## config.mk

```make
export PLATFORM = sky130hd
export DESIGN_NAME = vga_frame_reader
export DESIGN_NICKNAME = d
export VERILOG_FILES = /design/src/rtl/vga_timing_pkg.sv /design/src/rtl/vga_timing_gen.sv /design/src/rtl/vga_frame_reader.sv
export SDC_FILE = /design/constraint.sdc
export NUM_CORES = 1
export LEC_CHECK = 0
export CAP_MARGIN = 30
export CELL_PAD_IN_SITES_DETAIL_PLACEMENT = 1
export CELL_PAD_IN_SITES_GLOBAL_PLACEMENT = 1
export CORE_UTILIZATION = 39
export CTS_CLUSTER_SIZE = 12
export DETAILED_ROUTE_END_ITERATION = 10
export PLACE_DENSITY = 0.8
export SETUP_SLACK_MARGIN = 0.5
export SYNTH_ARGS = -nofsm -noshare
export SYNTH_HDL_FRONTEND = slang
export SYNTH_SLANG_ARGS = --single-unit
```

## constraint.sdc

```tcl
create_clock -name clk -period 3.2 [get_ports clk]
set_input_delay 0.64 -clock clk [delete_from_list [all_inputs] [get_ports clk]]
set_output_delay 0.64 -clock clk [all_outputs]
set_load 0.01 [all_outputs]
```

## src/rtl/vga_timing_pkg.sv

```systemverilog
// Shared 640x480@60 timing defaults, bus widths and the per-pixel tag type
// used by the VGA frame-buffer read path.
package vga_timing_pkg;

    localparam int DEF_H_ACTIVE = 640;
    localparam int DEF_H_FP     = 16;
    localparam int DEF_H_SYNC   = 96;
    localparam int DEF_H_BP     = 48;
    localparam int DEF_V_ACTIVE = 480;
    localparam int DEF_V_FP     = 10;
    localparam int DEF_V_SYNC   = 2;
    localparam int DEF_V_BP     = 33;
    localparam int DEF_H_TOTAL  = DEF_H_ACTIVE + DEF_H_FP + DEF_H_SYNC + DEF_H_BP;
    localparam int DEF_V_TOTAL  = DEF_V_ACTIVE + DEF_V_FP + DEF_V_SYNC + DEF_V_BP;

    localparam int DEF_IMG_W  = 160;
    localparam int DEF_IMG_H  = 120;
    localparam int DEF_WIN_X0 = 160;
    localparam int DEF_WIN_Y0 = 120;

    localparam logic DEF_SYNC_POL = 1'b0;

    localparam int CNT_W  = 10;
    localparam int ADDR_W = 15;
    localparam int RGB_W  = 16;

    localparam logic [ADDR_W-1:0] NO_PIXEL  = 15'h7FFF;
    localparam logic [RGB_W-1:0]  RGB_BLACK = 16'h0000;

    typedef struct packed {
        logic in_win;
        logic hsync;
        logic vsync;
        logic de;
        logic frame_start;
    } pix_tag_t;

    function automatic pix_tag_t idle_tag(input logic sync_pol);
        idle_tag = '{in_win: 1'b0, hsync: ~sync_pol, vsync: ~sync_pol,
                     de: 1'b0, frame_start: 1'b0};
    endfunction

endpackage

```

## src/rtl/vga_timing_gen.sv

```systemverilog
// Horizontal/vertical pixel counters with raw (undelayed) sync, data-enable
// and end-of-line / end-of-frame strobes.
module vga_timing_gen
    import vga_timing_pkg::*;
#(
    parameter int   H_ACTIVE = DEF_H_ACTIVE,
    parameter int   H_FP     = DEF_H_FP,
    parameter int   H_SYNC   = DEF_H_SYNC,
    parameter int   H_BP     = DEF_H_BP,
    parameter int   V_ACTIVE = DEF_V_ACTIVE,
    parameter int   V_FP     = DEF_V_FP,
    parameter int   V_SYNC   = DEF_V_SYNC,
    parameter int   V_BP     = DEF_V_BP,
    parameter logic SYNC_POL = DEF_SYNC_POL
) (
    input  logic             clk,
    input  logic             rst,
    output logic [CNT_W-1:0] hcnt,
    output logic [CNT_W-1:0] vcnt,
    output logic             hsync_raw,
    output logic             vsync_raw,
    output logic             de_raw,
    output logic             eol,
    output logic             eof
);

    localparam int H_TOTAL = H_ACTIVE + H_FP + H_SYNC + H_BP;
    localparam int V_TOTAL = V_ACTIVE + V_FP + V_SYNC + V_BP;

    localparam logic [CNT_W-1:0] H_LAST   = CNT_W'(H_TOTAL - 1);
    localparam logic [CNT_W-1:0] V_LAST   = CNT_W'(V_TOTAL - 1);
    localparam logic [CNT_W-1:0] H_ACT    = CNT_W'(H_ACTIVE);
    localparam logic [CNT_W-1:0] V_ACT    = CNT_W'(V_ACTIVE);
    localparam logic [CNT_W-1:0] HS_BEGIN = CNT_W'(H_ACTIVE + H_FP);
    localparam logic [CNT_W-1:0] HS_END   = CNT_W'(H_ACTIVE + H_FP + H_SYNC);
    localparam logic [CNT_W-1:0] VS_BEGIN = CNT_W'(V_ACTIVE + V_FP);
    localparam logic [CNT_W-1:0] VS_END   = CNT_W'(V_ACTIVE + V_FP + V_SYNC);

    assign eol = (hcnt == H_LAST);
    assign eof = eol && (vcnt == V_LAST);

    // NOTE: state registers use non-blocking assignments so every flop samples
    // the pre-edge value of its neighbours, independent of statement order.
    always_ff @(posedge clk or posedge rst) begin
        if (rst) begin
            hcnt <= '0;
            vcnt <= '0;
        end else if (eol) begin
            hcnt <= '0;
            vcnt <= (vcnt == V_LAST) ? '0 : vcnt + 1'b1;
        end else begin
            hcnt <= hcnt + 1'b1;
        end
    end

    assign hsync_raw = (hcnt >= HS_BEGIN && hcnt < HS_END) ? SYNC_POL : ~SYNC_POL;
    assign vsync_raw = (vcnt >= VS_BEGIN && vcnt < VS_END) ? SYNC_POL : ~SYNC_POL;
    assign de_raw    = (hcnt < H_ACT) && (vcnt < V_ACT);

endmodule

```

## src/rtl/vga_frame_reader.sv

```systemverilog
// Display-side frame-buffer reader: VGA timing, 2x-replicated window address
// generation and a fixed 3-cycle pipeline aligning RAM data with sync/de.
module vga_frame_reader
    import vga_timing_pkg::*;
#(
    parameter int   H_ACTIVE = DEF_H_ACTIVE,
    parameter int   H_FP     = DEF_H_FP,
    parameter int   H_SYNC   = DEF_H_SYNC,
    parameter int   H_BP     = DEF_H_BP,
    parameter int   V_ACTIVE = DEF_V_ACTIVE,
    parameter int   V_FP     = DEF_V_FP,
    parameter int   V_SYNC   = DEF_V_SYNC,
    parameter int   V_BP     = DEF_V_BP,
    parameter int   IMG_W    = DEF_IMG_W,
    parameter int   IMG_H    = DEF_IMG_H,
    parameter int   WIN_X0   = DEF_WIN_X0,
    parameter int   WIN_Y0   = DEF_WIN_Y0,
    parameter logic SYNC_POL = DEF_SYNC_POL
) (
    input  logic              clk,
    input  logic              rst,
    output logic [ADDR_W-1:0] ram_addr,
    input  logic [RGB_W-1:0]  ram_rdata,
    output logic [ADDR_W-1:0] pix_addr,
    output logic [RGB_W-1:0]  pix_rgb,
    output logic              hsync,
    output logic              vsync,
    output logic              de,
    output logic              frame_start
);

    localparam logic [CNT_W-1:0]  WIN_X_BEG = CNT_W'(WIN_X0);
    localparam logic [CNT_W-1:0]  WIN_X_END = CNT_W'(WIN_X0 + 2 * IMG_W);
    localparam logic [CNT_W-1:0]  WIN_Y_BEG = CNT_W'(WIN_Y0);
    localparam logic [CNT_W-1:0]  WIN_Y_END = CNT_W'(WIN_Y0 + 2 * IMG_H);
    localparam logic [ADDR_W-1:0] ROW_STEP  = ADDR_W'(IMG_W);
    localparam pix_tag_t          TAG_IDLE  = idle_tag(SYNC_POL);

    logic [CNT_W-1:0]  hcnt;
    logic [CNT_W-1:0]  vcnt;
    logic              hsync_raw;
    logic              vsync_raw;
    logic              de_raw;
    logic              eol;
    logic              eof;

    logic              win_row;
    logic              in_win;
    logic              y_odd;
    logic [CNT_W-2:0]  x_half;
    logic [ADDR_W-1:0] line_base;
    logic [ADDR_W-1:0] addr_next;
    logic [ADDR_W-1:0] addr_d2;
    pix_tag_t          tag_now;
    pix_tag_t          tag_d1;
    pix_tag_t          tag_d2;

    vga_timing_gen #(
        .H_ACTIVE (H_ACTIVE),
        .H_FP     (H_FP),
        .H_SYNC   (H_SYNC),
        .H_BP     (H_BP),
        .V_ACTIVE (V_ACTIVE),
        .V_FP     (V_FP),
        .V_SYNC   (V_SYNC),
        .V_BP     (V_BP),
        .SYNC_POL (SYNC_POL)
    ) u_timing (
        .clk       (clk),
        .rst       (rst),
        .hcnt      (hcnt),
        .vcnt      (vcnt),
        .hsync_raw (hsync_raw),
        .vsync_raw (vsync_raw),
        .de_raw    (de_raw),
        .eol       (eol),
        .eof       (eof)
    );

    assign win_row = (vcnt >= WIN_Y_BEG) && (vcnt < WIN_Y_END);
    assign in_win  = win_row && (hcnt >= WIN_X_BEG) && (hcnt < WIN_X_END);

    // Parity of (vcnt - WIN_Y0) without a subtractor: the second screen line
    // of each buffer row is the one that advances line_base.
    assign y_odd     = vcnt[0] ^ WIN_Y_BEG[0];
    assign x_half    = (CNT_W-1)'((hcnt - WIN_X_BEG) >> 1);
    assign addr_next = line_base + ADDR_W'(x_half);

    assign tag_now = '{in_win:      in_win,
                       hsync:       hsync_raw,
                       vsync:       vsync_raw,
                       de:          de_raw,
                       frame_start: (hcnt == '0) && (vcnt == '0)};

    always_ff @(posedge clk or posedge rst) begin
        if (rst) begin
            line_base <= '0;
        end else if (eof) begin
            line_base <= '0;
        end else if (eol && win_row && y_odd) begin
            line_base <= line_base + ROW_STEP;
        end
    end

    // Tags travel two stages to meet the RAM's one-cycle read latency, then
    // everything is registered together so all outputs share one edge.
    always_ff @(posedge clk or posedge rst) begin
        if (rst) begin
            ram_addr    <= '0;
            tag_d1      <= TAG_IDLE;
            tag_d2      <= TAG_IDLE;
            addr_d2     <= '0;
            pix_addr    <= NO_PIXEL;
            pix_rgb     <= RGB_BLACK;
            hsync       <= ~SYNC_POL;
            vsync       <= ~SYNC_POL;
            de          <= 1'b0;
            frame_start <= 1'b0;
        end else begin
            if (in_win) begin
                ram_addr <= addr_next;
            end
            tag_d1      <= tag_now;
            tag_d2      <= tag_d1;
            addr_d2     <= ram_addr;
            pix_addr    <= tag_d2.in_win ? addr_d2   : NO_PIXEL;
            pix_rgb     <= tag_d2.in_win ? ram_rdata : RGB_BLACK;
            hsync       <= tag_d2.hsync;
            vsync       <= tag_d2.vsync;
            de          <= tag_d2.de;
            frame_start <= tag_d2.frame_start;
        end
    end

endmodule
```

== Yosys cells after proc, flatten, opt, wreduce, memory -nomap -nowiden ==
Index checks and enable logic that the tools add are counted.

* Output and inout port bits: 50
* Flip-flop bits (word level): 110

* $lt $le $gt $ge: 10
* Reductions and logical operators: 13
* Multiplexer cells: 8
* Equality and inequality tests: 2
* Add/sub/neg operators: 5

{| class="wikitable"
|+ Operator list
! operator !! count
|-
| $mux W15 || 3
|-
| $lt A10 B9 Y1 const B || 4
|-
| $add A10 B1 Y10 const B || 2
|-
| $eq A10 B10 Y1 const B || 2
|-
| $logic_not A10 Y1 || 2
|-
| $lt A10 B10 Y1 const B || 2
|-
| $mux W10 || 2
|-
| $mux W16 || 1
|-
| $add A15 B8 Y15 const B || 1
|-
| $add A15 B9 Y15 || 1
|-
| $ge A10 B10 Y1 const B || 1
|-
| $ge A10 B7 Y1 const B || 1
|-
| $ge A10 B8 Y1 const B || 1
|-
| $ge A10 B9 Y1 const B || 1
|-
| $logic_and A1 B1 Y1 || 10
|-
| $sub A10 B8 Y10 const B || 1
|-
| $mux W1 || 2
|-
| $reduce_bool A2 Y1 || 1
|}

== Depth between registers and ports, before layout ==
Gate-level depths: netlist of run 1.

* Depth in word-level cells: 6
* Mapped depth: 13
* Gate-level depth less buffers: 11

== Modules after synthesis ==
A second synthesis of run 1 with hierarchy kept.

* Cell total of the unflattened synthesis: 370
* Area, all modules: 4,491.8 um^2

{| class="wikitable"
|+ By module, submodules not included
! module !! instances !! area each (um^2) !! cells an instance
|-
| vga_frame_reader || 1 || 3,384.5 || 265
|-
| vga_timing_gen || 1 || 1,107.3 || 105
|}

== Worst setup path before layout of run 1 ==
OpenSTA, ideal clock, no wires.

* Kind: register to register
* Start point: reg u_timing.hcnt[5]
* End point: reg ram_addr[11]
* Setup time: 0.125 ns
* Required time: 3.075 ns
* Stages on the path, launching flop included: 14
* Path buffers: 2
* Slack: 0.713 ns
* Arrival time: 2.362 ns
* Cell sequence: dfrtp_1 buf_6 inv_1 ha_1 inv_1 a21oi_1 xor2_1 ha_1 clkbuf_1 nand2_1 o21ai_0 nand3_1 xnor2_1 mux2_2

* Word-level cells in the longest chain between the ends: 3
* Elaborated cells on any way between the ends: 6
* Those cells by class: 2 x add/sub; 2 x order compare; 2 x reduce/logical

{| class="wikitable"
|+ RTL lines
! element !! line !! text
|-
| start, declared || vga_timing_gen.sv:18 || <nowiki>output logic [CNT_W-1:0] hcnt,</nowiki>
|-
| start signal, assigned || vga_timing_gen.sv:52 || <nowiki>hcnt <= hcnt + 1'b1;</nowiki>
|-
| branches (longest 3 deep; another with $add A15 B9 Y15) || n/a ||
|-
| end signal, assigned || vga_frame_reader.sv:121 || <nowiki>ram_addr <= addr_next;</nowiki>
|-
| end, declared || vga_frame_reader.sv:22 || <nowiki>output logic [ADDR_W-1:0] ram_addr,</nowiki>
|}

Several ways; the timed one is not identified.
A chain may end at the register's enable or synchronous reset.

== Worst setup path in the final report of run 1 ==
* Start point: reg u_timing.hcnt[5]
* End point: reg ram_addr[10]

The elaborated chain is that of the path after synthesis.

==> impl_metrics.py, run 1 <==
metrics = {
    "floorplanning": {
        "fp.dieArea_mm2": 0.0117,
        "die_h_um": 108,
        "die_w_um": 108,
        "io_pins": 68,
        "rows": 38,
        "initial_utilization_pct": 40.4,
        "fp.coreArea_mm2": 0.0109,
    },
    "timing": {
        "rsz0062_at_grt": "false",
        "tightest_slew_ns": 0.812,
        "slew_headroom_pct": 45.8,
        "setup_tns_ns": 0,
        "hold_violations": 0,
        "drv_slew": 0,
        "max_freq_ghz": 0.397,
        "setup_violations": 0,
        "fin_skew_ns": 0.0120,
        "finalCriticalPeriod_ns": 2.52,
        "fin_ws_ns": 0.684,
        "finalCritPeriodShare_pct": 78.6,
    },
    "power_and_ir_drop": {
        "ir_drop_v": 0.000282,
        "p_total_uw": 2300,
        "leakagePower_uw": 0.00241,
        "p_per_area_mw_per_mm2": 423,
    },
    "worst_setup_path": {
        "cp.required_ns": 3.51,
        "cp-start-kind": "flop",
        "endpoint_kind": "flop",
        "cp.arrival_ns": 2.83,
        "cp_max_fo": 7,
        "path_class": "flop to flop",
    },
    "clocking": {
        "tritoncts": "yes",
        "worst_skew_pair.late_latency_ns": 0.37,
        "cts.sinks": 105,
        "cts_buffers": 9,
        "clockBufferDepth": 2,
        "cts_max_level": 3,
        "ctsHoldBuffers": 0,
        "clockRootBuffer": "clkbuf_8",
        "clkTransAtPathRegs_ns": 0.10,
    },
    "grt": {
        "grt_use_total_pct": 17.1,
        "grt_pass1_vias": 3083,
        "grt_max_degree": 106,
        "antenna_found_initial": 0,
        "grt.overflow.total": 0,
        "grt_pass1_wl_um": 15300,
    },
    "synthesis": {
        "synth_seq_cells": 105,
        "yosysTopAreaCellShare_pct": 47.8,
        "yosysTopAreaCell": "dfrtp_1",
        "yosys-top-cells-area": "dfrtp_1, dfstp_2, mux2_2",
        "synthFlopType": "dfrtp_1",
        "syn-cell-area_mm2": 0.00440,
        "synth_nets": 400,
        "ys_types": 50,
        "synth-warning-count": 0,
        "synth_cells": 368,
        "synth_edf_count": 0,
        "syn_avg_cell_area_um2": 11.9,
        "synthArstFlopShare_pct": 100,
        "ys_seq_area_share_pct": 60.4,
    },
    "final_layout": {
        "drive_gt1_share_pct": 16.8,
        "fillCellCount": 1154,
        "layout_common_cells": "dfrtp_1, clkdlybuf4s50_1, nor2_1",
        "final_common_cell": "dfrtp_1",
        "diodes": 0,
        "finish.instance_area_mm2": 0.00544,
        "nets": 462,
        "final_cells": 575,
        "syn_to_final_growth_pct": 23.7,
    },
    "detailed_routing": {
        "post_drt_wl_per_cell_um": 16.0,
        "vias": 2885,
        "drt_wl_total_um": 9220,
        "drtAntennaViolNets": 0,
        "initialDrtViolationCount": 110,
        "firstDrtPassIters": 4,
        "via_per_inst": 5.02,
        "drcViolationCount": 0,
    },
    "run": {
        "cap_violations": 0,
    },
    "place": {
        "preCtsSetupSlack_ns": 0.425,
        "placed_area_mm2": 0.00518,
        "post-dp-hpwl_um": 6380,
        "port_buffers": 67,
        "place.gp.congestion": 0.770,
        "placed_cells": 557,
    },
    "min_path": {
        "worstHoldPathType": "flop to flop",
    },
    "outcome": {
        "outcome": "complete, no violations",
    },
}
-- routing by layer --
| layer | track usage, % | vias up | wire length [µm] |
|---|---|---|---|
| li1 | - | 1366 | - |
| met1 | 21.4 | 1446 | 4150 |
| met2 | 28.9 | 66 | 4580 |
| met3 | 4.40 | 7 | 408 |
| met4 | 5.58 | 0 | 91 |
| met5 | 0 | - | 0 |
-- area by class of cell --
type / count / area [µm²] / area share, %
flip-flops and latches: 105 / 2660 / 48.8
clock inverters: 7 / 101 / 1.86
repair buffers: 73 / 728 / 13.4
clock buffers: 9 / 124 / 2.28
inverters: 11 / 45.0 / 0.829
multi-input cells: 230 / 1610 / 29.6
well taps: 140 / 175 / 3.22
-- final timing paths --
kind | startpoint | cells after the start | slack [ns] | to
setup / recovery | u_timing.hcnt[5]$_DFF_PP0_ | 10 | 0.68 | ram_addr[10]$_DFFE_PP0P_
hold / removal | tag_d2[2]$_DFF_PP1_ | 0 | 0.36 | vsync$_DFF_PP1_
setup reg to reg | u_timing.hcnt[5]$_DFF_PP0_ | 10 | 0.68 | ram_addr[10]$_DFFE_PP0P_
max in group asynchronous | rst | 3 | 2.01 | u_timing.hcnt[5]$_DFF_PP0_
min in group asynchronous | rst | 3 | 0.76 | addr_d2[13]$_DFF_PP0_
hold reg to reg | tag_d2[2]$_DFF_PP1_ | 0 | 0.36 | vsync$_DFF_PP1_
-- timing repair --
item                                    in CTS  in global routing
endpoints found under the setup margin       2                  6
resized for setup                            1                  6
endpoints found under the hold margin        0                  0
buffers inserted                             0                  2
gates cloned                                 0                  0
-- registers in the layout (all words and copies together) (netlist names), 5 cells and up --
name / cells
ram_addr: 15
pix_addr: 15
addr_d2: 15
line_base: 10
tag_d1: 5
u_timing.vcnt: 10
pix_rgb: 16
tag_d2: 5
u_timing.hcnt: 10
-- worst max-delay path: stages, from the launching register on --
cell and delay, ns:
dfrtp_2 0.47, inv_1 0.12, ha_2 0.21, inv_1 0.05, a21oi_1 0.14, xor2_1 0.19, ha_2 0.34, a41o_1 0.28
or3_1 0.36, o211ai_1 0.12, mux2_2 0.18
-- stage by stage --
step | hold slack [ns] | util (%)
after floorplan | 0.331 | -
after global placement | 0.333 | 47.6
after detailed placement | 0.337 | 47.6
after CTS | 0.359 | 49.7
after global routing | 0.369 | 49.9
final | 0.360 | 49.9
-- cell families after synthesis --
kind of cell             synth area share [%]
AND/OR/NAND/NOR                          15.6
flip-flops                               60.4
AO/OA/AOI/OAI                            6.12
buffers and inverters                    3.47
XOR/XNOR                                 5.78
multiplexers                             4.55
adder cells (fa/ha/maj)                  3.99
other                                  0.0853
-- report_power, final --
group          internal, µW  leakage (µW)  switching [µW]  total, µW
sequential             1330       0.00136               0       1330
clock                   451      0.000112             471        921
combinational          20.8      0.000933            27.9       48.7
-- synth_stat cells, drive strengths merged, types with 2 or more instances --
cell,instances
o211ai,4
o31ai,2
xnor2,17
and2,19
dfstp,21
nand4,9
mux2,16
xor2,12
o41ai,2
or4,2
o21ai,11
mux2i,2
dfrtp,84
nor3,10
or3,3
nor4,2
ha,14
nand3,7
clkbuf,18
nand2,23
a21oi,8
nor2b,3
nor2,26
nand4b,3
inv,11
buf,4
and3,3
nand2b,15
Power figures use the tool's default switching activity.
==> run 2: changes to the inputs <==
==> constraint.sdc (replaced) <==
create_clock -name clk -period 2.3 [get_ports clk]
set_input_delay 0.46 -clock clk [delete_from_list [all_inputs] [get_ports clk]]
set_output_delay 0.46 -clock clk [all_outputs]
set_load 0.01 [all_outputs]
==> run 2 against run 1 <==
The flow now finishes with violations (negative setup slack). Final area increased by 16%. Clock power increased by 28%. Sequential share of layout area decreased by 6.6 points. Utilization increased by 8.0 points. Via count increased by 12%. Die area unchanged. Clock skew increased by 0.0041 ns. Combinational power increased by 41%. Count of clock-buffer cells in the layout increased by 1. Critical endpoint is now ram_addr[13]$_DFFE_PP0P_. Largest power group unchanged.
==> impl_metrics.py, run 2 (synthesis gave the netlist of run 1 again) <==
metrics = {
    "detailed_routing": {
        "post_drt_wl_per_cell_um": 18.9,
        "initialDrtViolationCount": 108,
        "drt_wl_total_um": 11900,
        "vias": 3219,
        "firstDrtPassIters": 4,
        "via_per_inst": 5.13,
        "drcViolationCount": 0,
        "drtAntennaViolNets": 0,
    },
    "clocking": {
        "cts.sinks": 105,
        "clockRootBuffer": "clkbuf_8",
        "cts_buffers": 9,
        "tritoncts": "yes",
        "worst_skew_pair.late_latency_ns": 0.38,
        "clockBufferDepth": 2,
        "clkTransAtPathRegs_ns": 0.11,
        "cts_max_level": 3,
    },
    "worst_setup_path": {
        "endpoint_kind": "flop",
        "r2r_cells": 12,
        "cp_num_buf_inv": 3,
        "cp-start-kind": "flop",
        "cp.required_ns": 2.55,
        "r2r_setup_slack_ns": -0.11,
        "regToRegEndpoint": "ram_addr[13]$_DFFE_PP0P_",
        "critPathMaxStageDelay_ns": 0.43,
        "cp_max_fo": 7,
        "r2r_start": "u_timing.hcnt[5]$_DFF_PP0_",
        "path_common_cell": "ha_4",
        "crit_family": "adder cells",
        "cp_cell_sequence": "inv_2 > ha_4 > inv_4 > a21oi_4 > xor2_2 > ha_4 > buf_4 > a21oi_2 > o21ai_2 > nand2_1 > xnor2_1 > mux2_4",
        "path_class": "flop to flop",
        "crit_slowest_cell": "dfrtp_1",
        "cp.arrival_ns": 2.67,
    },
    "min_path": {
        "whs_endpoint": "frame_start$_DFF_PP0_",
        "hold_path_depth": 0,
        "worstHoldPathType": "flop to flop",
        "worstHoldStart": "tag_d2[0]$_DFF_PP0_",
    },
    "timing": {
        "hold_violations": 0,
        "fin_ws_ns": -0.112,
        "drv_slew": 0,
        "fin_skew_ns": 0.0161,
        "max_freq_ghz": 0.415,
        "slew_headroom_pct": 47.1,
        "tightest_slew_ns": 0.793,
        "rsz0062_at_grt": "true",
        "finalCriticalPeriod_ns": 2.41,
        "finalCritPeriodShare_pct": 105,
        "whs_ns": 0.357,
        "setup_violations": 7,
    },
    "grt": {
        "grt_use_total_pct": 19.8,
        "grt_pass1_wl_um": 17800,
        "grt.overflow.total": 0,
        "antenna_found_initial": 0,
        "grt_pass1_vias": 3469,
        "grt_max_degree": 106,
    },
    "final_layout": {
        "syn_to_final_growth_pct": 43.5,
        "layout_common_cells": "dfrtp_1, buf_4, clkdlybuf4s50_1",
        "diodes": 0,
        "top_register": "pix_rgb",
        "largest_register_ffs": 16,
        "utilization_pct": 57.9,
        "fillCellCount": 1126,
        "drive_gt1_share_pct": 36.5,
        "final_common_cell": "dfrtp_1",
        "nets": 515,
    },
    "floorplanning": {
        "die_w_um": 108,
        "die_h_um": 108,
        "fp.dieArea_mm2": 0.0117,
        "fp.coreArea_mm2": 0.0109,
        "io_pins": 68,
        "initial_utilization_pct": 40.4,
        "rows": 38,
    },
    "outcome": {
        "violations": "negative setup slack",
        "outcome": "finished, violations left",
    },
    "run": {
        "cap_violations": 0,
    },
    "place": {
        "place.gp.congestion": 0.813,
        "port_buffers": 67,
        "post-dp-hpwl_um": 6750,
    },
    "power_and_ir_drop": {
        "leakagePower_uw": 0.00291,
        "p_per_area_mw_per_mm2": 490,
        "ir_drop_v": 0.000331,
    },
}
run 2: area by class of cell:
| class | instances | area, µm² | area share (%) |
|---|---|---|---|
| clock buffers | 10 | 128 | 2.02 |
| clock inverters | 6 | 75.1 | 1.19 |
| inverters | 11 | 47.5 | 0.754 |
| multi-input cells | 230 | 2010 | 31.8 |
| repair buffers | 126 | 1210 | 19.2 |
| well taps | 140 | 175 | 2.78 |
| flip-flops and latches | 105 | 2660 | 42.2 |
run 2: how the worst max path moves through the flow:
stage,to,cells after the start,from
final,ram_addr[13]$_DFFE_PP0P_,12,u_timing.hcnt[5]$_DFF_PP0_
after detailed placement,ram_addr[10]$_DFFE_PP0P_,10,u_timing.hcnt[5]$_DFF_PP0_
after floorplan,line_base[14]$_DFFE_PP0P_,9,u_timing.hcnt[5]$_DFF_PP0_
after global routing,ram_addr[13]$_DFFE_PP0P_,12,u_timing.hcnt[5]$_DFF_PP0_
after global placement,line_base[11]$_DFFE_PP0P_,7,u_timing.hcnt[8]$_DFF_PP0_
after CTS,ram_addr[10]$_DFFE_PP0P_,10,u_timing.hcnt[5]$_DFF_PP0_
run 2: worst register-to-register path: cells and delay by family, from the launching register on:
family                     cells  cell delay [ns]
DFF                            1             0.43
and+or+nand+nor                1             0.11
AOI/OAI and AO/OA              3             0.40
buffers and inverters          3             0.29
adders and majority gates      2             0.45
muxes                          1             0.27
xor gates and xnor gates       2             0.35
run 2: power breakdown:
part | switching, µW | leakage [µW] | internal [µW]
logic | 39.7 | 0.00147 | 29.1
registers | 0 | 0.00135 | 1850
clock network | 659 | 0.0000926 | 519
run 2: timing repair:
| action | 4_1_cts | 5_1_grt |
|---|---|---|
| buffers inserted | 26 | 12 |
| endpoints found under the hold margin | 0 | 0 |
| gates resized for setup | 74 | 61 |
| gates cloned | 1 | 0 |
| setup endpoints to repair | 56 | 50 |
| hold buffers | 0 | 0 |
| pin swaps | 21 | 25 |
run 2: metrics by stage:
step           total power (µW)  setup TNS (ns)  cell area [µm²]  worst slack [ns]  cells
3_3_place_gp               1950               0             5370            0.0609    573
3_5_place_dp               1950          -0.176             5370           -0.0881    573
4_1_cts                    3120               0             5950            0.0250    616
6_report                   3090          -0.471             6310            -0.112    628
5_1_grt                    3200           -1.06             6310            -0.175    628
2_1_floorplan              1910          -0.111             4490           -0.0630    368
run 2: metal layers:
layer | track usage, % | wire length, µm | share of wire [%] | up-vias
li1 | - | - | - | 1465
met1 | 23.6 | 4900 | 41 | 1644
met2 | 35.8 | 6240 | 53 | 90
met3 | 3.74 | 456 | 3.8 | 20
met4 | 6.56 | 278 | 2.3 | 0
met5 | 0 | 0 | 0 | -
==> run 3: changes to the inputs <==
--- a/config.mk
+++ b/config.mk
@@ -9,6 +9,7 @@
 export CELL_PAD_IN_SITES_DETAIL_PLACEMENT = 1
 export CELL_PAD_IN_SITES_GLOBAL_PLACEMENT = 1
 export CORE_UTILIZATION = 39
+export CTS_CLUSTER_DIAMETER = 30
 export CTS_CLUSTER_SIZE = 12
 export DETAILED_ROUTE_END_ITERATION = 10
 export PLACE_DENSITY = 0.8
==> results of run 3 <==
Final layout, timing and power as in run 2 (identical DEF).
